`src/rtl/uart_ctrl_pkg.sv`:
```
// Shared definitions for the UART peripheral controller: FSM states,
// control-register bit positions and the fixed control words.
package uart_ctrl_pkg;

    typedef enum logic [2:0] {
        IDLE       = 3'd0,
        POLL       = 3'd1,
        RX_SEL     = 3'd2,
        RX_CAPTURE = 3'd3,
        RX_CLEAR   = 3'd4,
        TX_LOAD    = 3'd5,
        TX_START   = 3'd6,
        TX_WAIT    = 3'd7
    } state_t;

    localparam int TX_BUSY = 0;
    localparam int RX_PEND = 1;

    localparam logic [31:0] CTRL_START = 32'h0000_0001;
    localparam logic [31:0] CTRL_CLEAR = 32'h0000_0000;

endpackage

```
`src/rtl/uart_byte_fifo.sv`:
```
// First-word fall-through FIFO with occupancy counter; a push into a full
// FIFO is accepted when a pop happens in the same cycle.
module uart_byte_fifo #(
    parameter int WIDTH = 8,
    parameter int DEPTH = 8
) (
    input  logic                     clk,
    input  logic                     srst,
    input  logic                     push,
    input  logic [WIDTH-1:0]         push_data,
    input  logic                     pop,
    output logic [WIDTH-1:0]         head,
    output logic [$clog2(DEPTH):0]   count,
    output logic                     full,
    output logic                     empty
);
    localparam int AW = $clog2(DEPTH);

    logic [WIDTH-1:0] mem [DEPTH];
    logic [AW-1:0]    wr_ptr_reg;
    logic [AW-1:0]    rd_ptr_reg;
    logic [AW:0]      count_reg;
    logic             do_push;
    logic             do_pop;

    assign empty   = (count_reg == '0);
    assign full    = (count_reg == (AW+1)'(DEPTH));
    assign do_pop  = pop && !empty;
    assign do_push = push && (!full || do_pop);
    assign head    = mem[rd_ptr_reg];
    assign count   = count_reg;

    // Pointers wrap naturally because DEPTH is a power of two.
    always_ff @(posedge clk) begin
        if (srst) begin
            wr_ptr_reg <= '0;
            rd_ptr_reg <= '0;
            count_reg  <= '0;
        end else begin
            if (do_push)
                wr_ptr_reg <= wr_ptr_reg + 1'b1;
            if (do_pop)
                rd_ptr_reg <= rd_ptr_reg + 1'b1;
            case ({do_push, do_pop})
                2'b10:   count_reg <= count_reg + 1'b1;
                2'b01:   count_reg <= count_reg - 1'b1;
                default: count_reg <= count_reg;
            endcase
        end
    end

    always_ff @(posedge clk) begin
        if (do_push)
            mem[wr_ptr_reg] <= push_data;
    end

endmodule

```
`src/rtl/uart_ctrl_fifo.sv`:
```
// Polls a memory-mapped UART, drains received bytes into an RX FIFO and
// feeds bytes from a TX FIFO; RX is always serviced before TX.
module uart_ctrl_fifo
    import uart_ctrl_pkg::*;
#(
    parameter int DATA_W     = 8,
    parameter int TX_DEPTH   = 8,
    parameter int RX_DEPTH   = 8,
    parameter int TX_TIMEOUT = 100000
) (
    input  logic                        clk_i,
    input  logic                        reset_i,
    input  logic                        enable_i,
    input  logic [31:0]                 salida_perif_UART_i,
    output logic                        wr_o,
    output logic                        reg_sel_o,
    output logic [31:0]                 entrada_perif_UART_o,
    input  logic [DATA_W-1:0]           tx_data_i,
    input  logic                        tx_valid_i,
    output logic                        tx_ready_o,
    output logic [DATA_W-1:0]           rx_data_o,
    output logic                        rx_valid_o,
    input  logic                        rx_ready_i,
    output logic [$clog2(TX_DEPTH):0]   tx_count_o,
    output logic [$clog2(RX_DEPTH):0]   rx_count_o,
    output logic                        rx_overflow_o,
    output logic                        tx_timeout_o,
    input  logic                        clr_err_i
);
    localparam int TO_W = $clog2(TX_TIMEOUT + 1);

    state_t            state_reg, state_next;
    logic [TO_W-1:0]   to_cnt_reg, to_cnt_next;
    logic              rx_overflow_reg, tx_timeout_reg;
    logic              set_overflow, set_timeout;
    logic              tx_pop, rx_push;
    logic              tx_full, tx_empty, rx_full, rx_empty;
    logic [DATA_W-1:0] tx_head;

    uart_byte_fifo #(.WIDTH(DATA_W), .DEPTH(TX_DEPTH)) u_tx_fifo (
        .clk       (clk_i),
        .srst      (reset_i),
        .push      (tx_valid_i && tx_ready_o),
        .push_data (tx_data_i),
        .pop       (tx_pop),
        .head      (tx_head),
        .count     (tx_count_o),
        .full      (tx_full),
        .empty     (tx_empty)
    );

    uart_byte_fifo #(.WIDTH(DATA_W), .DEPTH(RX_DEPTH)) u_rx_fifo (
        .clk       (clk_i),
        .srst      (reset_i),
        .push      (rx_push),
        .push_data (salida_perif_UART_i[DATA_W-1:0]),
        .pop       (rx_ready_i),
        .head      (rx_data_o),
        .count     (rx_count_o),
        .full      (rx_full),
        .empty     (rx_empty)
    );

    assign tx_ready_o    = !tx_full;
    assign rx_valid_o    = !rx_empty;
    assign rx_overflow_o = rx_overflow_reg;
    assign tx_timeout_o  = tx_timeout_reg;

    always_ff @(posedge clk_i) begin
        if (reset_i) begin
            state_reg       <= IDLE;
            to_cnt_reg      <= '0;
            rx_overflow_reg <= 1'b0;
            tx_timeout_reg  <= 1'b0;
        end else begin
            state_reg  <= state_next;
            to_cnt_reg <= to_cnt_next;
            // A same-cycle set wins over the clear request.
            if (set_overflow)
                rx_overflow_reg <= 1'b1;
            else if (clr_err_i)
                rx_overflow_reg <= 1'b0;
            if (set_timeout)
                tx_timeout_reg <= 1'b1;
            else if (clr_err_i)
                tx_timeout_reg <= 1'b0;
        end
    end

    always_comb begin
        state_next           = state_reg;
        to_cnt_next          = to_cnt_reg;
        wr_o                 = 1'b0;
        reg_sel_o            = 1'b0;
        entrada_perif_UART_o = '0;
        tx_pop               = 1'b0;
        rx_push              = 1'b0;
        set_overflow         = 1'b0;
        set_timeout          = 1'b0;
        case (state_reg)
            IDLE: begin
                if (enable_i)
                    state_next = POLL;
            end
            POLL: begin
                if (salida_perif_UART_i[RX_PEND])
                    state_next = RX_SEL;
                else if (!tx_empty)
                    state_next = TX_LOAD;
                else if (!enable_i)
                    state_next = IDLE;
            end
            RX_SEL: begin
                reg_sel_o  = 1'b1;
                state_next = RX_CAPTURE;
            end
            RX_CAPTURE: begin
                // A full FIFO still accepts the byte if the user pops this cycle.
                reg_sel_o    = 1'b1;
                rx_push      = 1'b1;
                set_overflow = rx_full && !rx_ready_i;
                state_next   = RX_CLEAR;
            end
            RX_CLEAR: begin
                wr_o                 = 1'b1;
                entrada_perif_UART_o = CTRL_CLEAR;
                state_next           = POLL;
            end
            TX_LOAD: begin
                reg_sel_o                         = 1'b1;
                wr_o                              = 1'b1;
                entrada_perif_UART_o[DATA_W-1:0]  = tx_head;
                tx_pop                            = 1'b1;
                state_next                        = TX_START;
            end
            TX_START: begin
                wr_o                 = 1'b1;
                entrada_perif_UART_o = CTRL_START;
                to_cnt_next          = '0;
                state_next           = TX_WAIT;
            end
            TX_WAIT: begin
                // Busy is ignored on the first wait cycle; a timeout reuses
                // RX_CLEAR to write the zero control word.
                to_cnt_next = to_cnt_reg + 1'b1;
                if ((to_cnt_reg != '0) && !salida_perif_UART_i[TX_BUSY]) begin
                    state_next = POLL;
                end else if (to_cnt_next == TO_W'(TX_TIMEOUT)) begin
                    set_timeout = 1'b1;
                    state_next  = RX_CLEAR;
                end
            end
            default: state_next = IDLE;
        endcase
    end

endmodule

```
`config.mk`:
```
export PLATFORM = sky130hd
export DESIGN_NAME = uart_ctrl_fifo
export DESIGN_NICKNAME = d
export VERILOG_FILES = /design/src/rtl/uart_ctrl_pkg.sv /design/src/rtl/uart_byte_fifo.sv /design/src/rtl/uart_ctrl_fifo.sv
export SDC_FILE = /design/constraint.sdc
export NUM_CORES = 1
export LEC_CHECK = 0
export ABC_AREA = 1
export CAP_MARGIN = 0
export CORE_UTILIZATION = 40
export CTS_BUF_LIST = sky130_fd_sc_hd__clkbuf_16
export DETAILED_ROUTE_END_ITERATION = 7
export PLACE_DENSITY = 0.69
export SKIP_LAST_GASP = 1
export SYNTH_ARGS = -nofsm -noshare
export SYNTH_HDL_FRONTEND = slang
export SYNTH_HIERARCHICAL = 1
export SYNTH_SLANG_ARGS = --single-unit
```
`constraint.sdc`:
```
create_clock -name clk_i -period 3.1 [get_ports clk_i]
set_input_delay 0.775 -clock clk_i [delete_from_list [all_inputs] [get_ports clk_i]]
set_output_delay 0.775 -clock clk_i [all_outputs]
set_load 0.005 [all_outputs]
```
==> impl_metrics.env <==
export IMPL_period_share=0.9514
export IMPL_clock_skew_ps=8.461
export IMPL_ir_drop_mv=0.3125
export IMPL_cts_root_buf="clkbuf_16"
export IMPL_hold_violations=0
export IMPL_synth_async_reset_ratio=0
export IMPL_clk_latency_ps=420
export IMPL_final_core_util=0.4799
export IMPL_cts_sinks=176
export IMPL_yosys_top_cells_count="nand2_1, edfxtp_1, nor2_1, inv_1, dfxtp_1"
export IMPL_tritoncts="built"
export IMPL_antenna_cells=0
export IMPL_end_kind="output pin"
export IMPL_cpMostUsedCell="nand2_1"
export IMPL_post_route_min_period_ps=2949
export IMPL_drt_pass1_iter_count=5
export IMPL_port_buffers=51
export IMPL_powerDensity_nw_per_um2=613.2
export IMPL_synth_top_area_cell="edfxtp_1"
export IMPL_via_per_inst=4.871
export IMPL_worst_pin_slew_ps=648.4
export IMPL_start_util=0.4071
export IMPL_crit_chain="buf_12 -> inv_6 -> nor2_1 -> o22ai_1 -> nand2_1 -> nand2_1 -> nand2_1 -> nand2_1 -> clkdlybuf4s50_1"
export IMPL_antenna_left=0
export IMPL_synth_most_common_cell="nand2_1"
export IMPL_drt_initial_drc_count=393
export IMPL_ys_flop_type="edfxtp_1"
export IMPL_num_io_pins=100
export IMPL_cts_max_level=4
export IMPL_crit_arrival_ps=2170
export IMPL_reg2reg_slack_ps=790
export IMPL_slew_headroom=0.5662
export IMPL_routed_wirelength_um=16620
export IMPL_hold_class="reg -> reg"
export IMPL_drive_gt1_frac=0.1357
export IMPL_synthToLayoutAreaGrowth_pct=17.87
export IMPL_grt_max_degree=34
export IMPL_leakage_nw=3.540
export IMPL_postSynthAreaPerCell_um2=10.13
export IMPL_cpPeakStageDelay_ps=500
export IMPL_syn_area_um2=8212
export IMPL_drc=0
export IMPL_ys_warn_count=6
export IMPL_fin_setup_tns_ps=0
export IMPL_track_usage=0.1614
export IMPL_grt_first_pass_wirelength_um=26560
export IMPL_cts_clk_slew_worst_paths_ps=70
export IMPL_yosys_top_cells_area="edfxtp_1, dfxtp_1, nand2_1, nor2_1, mux2i_1"
export IMPL_die_y_um=145.3
export IMPL_coreArea_um2=20170
export IMPL_cts_hold_buf=0
export IMPL_clock_path_buffers=2
export IMPL_die_x_um=145.3
export IMPL_setup_violations=0
export IMPL_final_nets=945
export IMPL_routedWlPerCell_um=14.22
export IMPL_syn_inst=811
export IMPL_yosysSeqAreaShare=0.5851
export IMPL_yosysUniqueCellTypes=38
export IMPL_rsz0062_at_grt="yes"
export IMPL_drv_cap=0
export IMPL_dieArea_um2=21110
export IMPL_slowest_stage="clkdlybuf4s50_1"
export IMPL_synth_edf_count=128
export IMPL_status="finished clean"
export IMPL_grt_pass1_vias=5386
export IMPL_dp_hpwl_um=10730
export IMPL_rows=52
export IMPL_place_congestion=0.8159
export IMPL_cts_inserted_buffers=17
export IMPL_report_final_slew_viol_count=0
export IMPL_yosys_area_top_type_share=0.4681
export IMPL_antenna_found_initial=0
export IMPL_worstSetupPathType="reg -> out"
export IMPL_ys_seq_elements=176
export IMPL_cp_start_kind="flop"
export IMPL_max_freq_ghz=0.3391
export IMPL_vias=5694
export IMPL_grt_ovfl_total=0
export IMPL_cp_required_ps=2320
export IMPL_path_max_fanout=17
path summary, 6_finish.rpt:
| kind | from | to | depth (start not counted) |
|---|---|---|---|
| hold reg to reg | u_rx_fifo/rd_ptr_reg[2] | flop | 2 |
| setup reg to reg | state_reg[0] | u_tx_fifo/count[3] | 14 |
| setup / recovery | flop | entrada_perif_UART_o[0] | 9 |
| hold / removal | u_rx_fifo/rd_ptr_reg[2] | flop | 2 |
area by class of cell:
| cell class | instances | area (um^2) |
|---|---|---|
| timing repair buffer | 79 | 775.7 |
| sequential | 176 | 4806 |
| inverter | 80 | 307.8 |
| clock buffer | 17 | 425.4 |
| multi-input combinational | 532 | 2869 |
| clock inverter | 15 | 157.7 |
| fill | 1866 | 10490 |
| tap | 270 | 337.8 |
layer usage:
metal	routed length [um]	part of all wire	vias to the layer above	global-route usage
met4	206	0.012	0	0.05789
met5	0	0	-	0
met2	8250	0.50	121	0.2721
li1	-	-	2856	-
met1	7557	0.45	2697	0.2063
met3	610	0.037	20	0.03113
metrics by stage:
| stage | area, um^2 | setup WS (ps) | power, mW | hold slack (ps) | cells |
|---|---|---|---|---|---|
| floorplan | 8298 | 834.7 | 3.521 | 433.1 | 834 |
| CTS | 9648 | 28.09 | 5.979 | 464.3 | 1168 |
| detailed placement | 9065 | 276.3 | 3.902 | 449.5 | 1136 |
| finish | 9679 | 150.7 | 5.936 | 465.0 | 1169 |
| global placement | 9065 | 287.4 | 3.879 | 448.9 | 1136 |
| global route | 9679 | -1.051 | 6.234 | 493.3 | 1169 |
worst max-delay path, delay by kind of cell (launching register included):
family          cells  cell delay (ps)
compound gates      1              170
simple gates        5              410
buf+inv             3              810
flops               1              360
power by group:
part           switching (mW)  total, mW  internal, mW
sequential             0.0759       2.68          2.61
combinational           0.650       1.18         0.527
clock                   0.994       2.08          1.08
total                    1.72       5.94          4.22
cell usage in the layout, fill, tap and decap left out, drive strengths merged:
| cell | instances |
|---|---|
| buf | 27 |
| nor2 | 102 |
| or2 | 1 |
| xor2 | 3 |
| o21bai | 1 |
| clkbuf | 18 |
| edfxtp | 128 |
| clkdlybuf4s50 | 51 |
| dfxtp | 48 |
| a211o | 1 |
| inv | 91 |
| ha | 11 |
| nor3 | 6 |
| o21ai | 44 |
| nand4 | 6 |
| a31oi | 1 |
| a21oi | 39 |
| o22ai | 32 |
| nor4 | 1 |
| nand3 | 36 |
| nand3b | 2 |
| nand2 | 186 |
| o211ai | 1 |
| a211oi | 1 |
| clkinvlp | 1 |
| mux2i | 32 |
| fa | 2 |
| conb | 24 |
| clkinv | 3 |
what timing repair did:
| item | 4_1_cts | 5_1_grt |
|---|---|---|
| setup endpoints to repair | 0 | 8 |
| endpoints found under the hold margin | 0 | 0 |
| setup buffers | 0 | 0 |
| resized for setup | 0 | 4 |
cells by family after synthesis:
group / share of synthesized area
compound gates: 0.08137
xor+xnor: 0.003200
fa+ha+maj: 0.02164
buf+inv: 0.07634
flops: 0.5851
mux: 0.03901
other cells: 0.0004567
simple gates: 0.1929
Note: power is estimated with default switching activity, not from simulation.
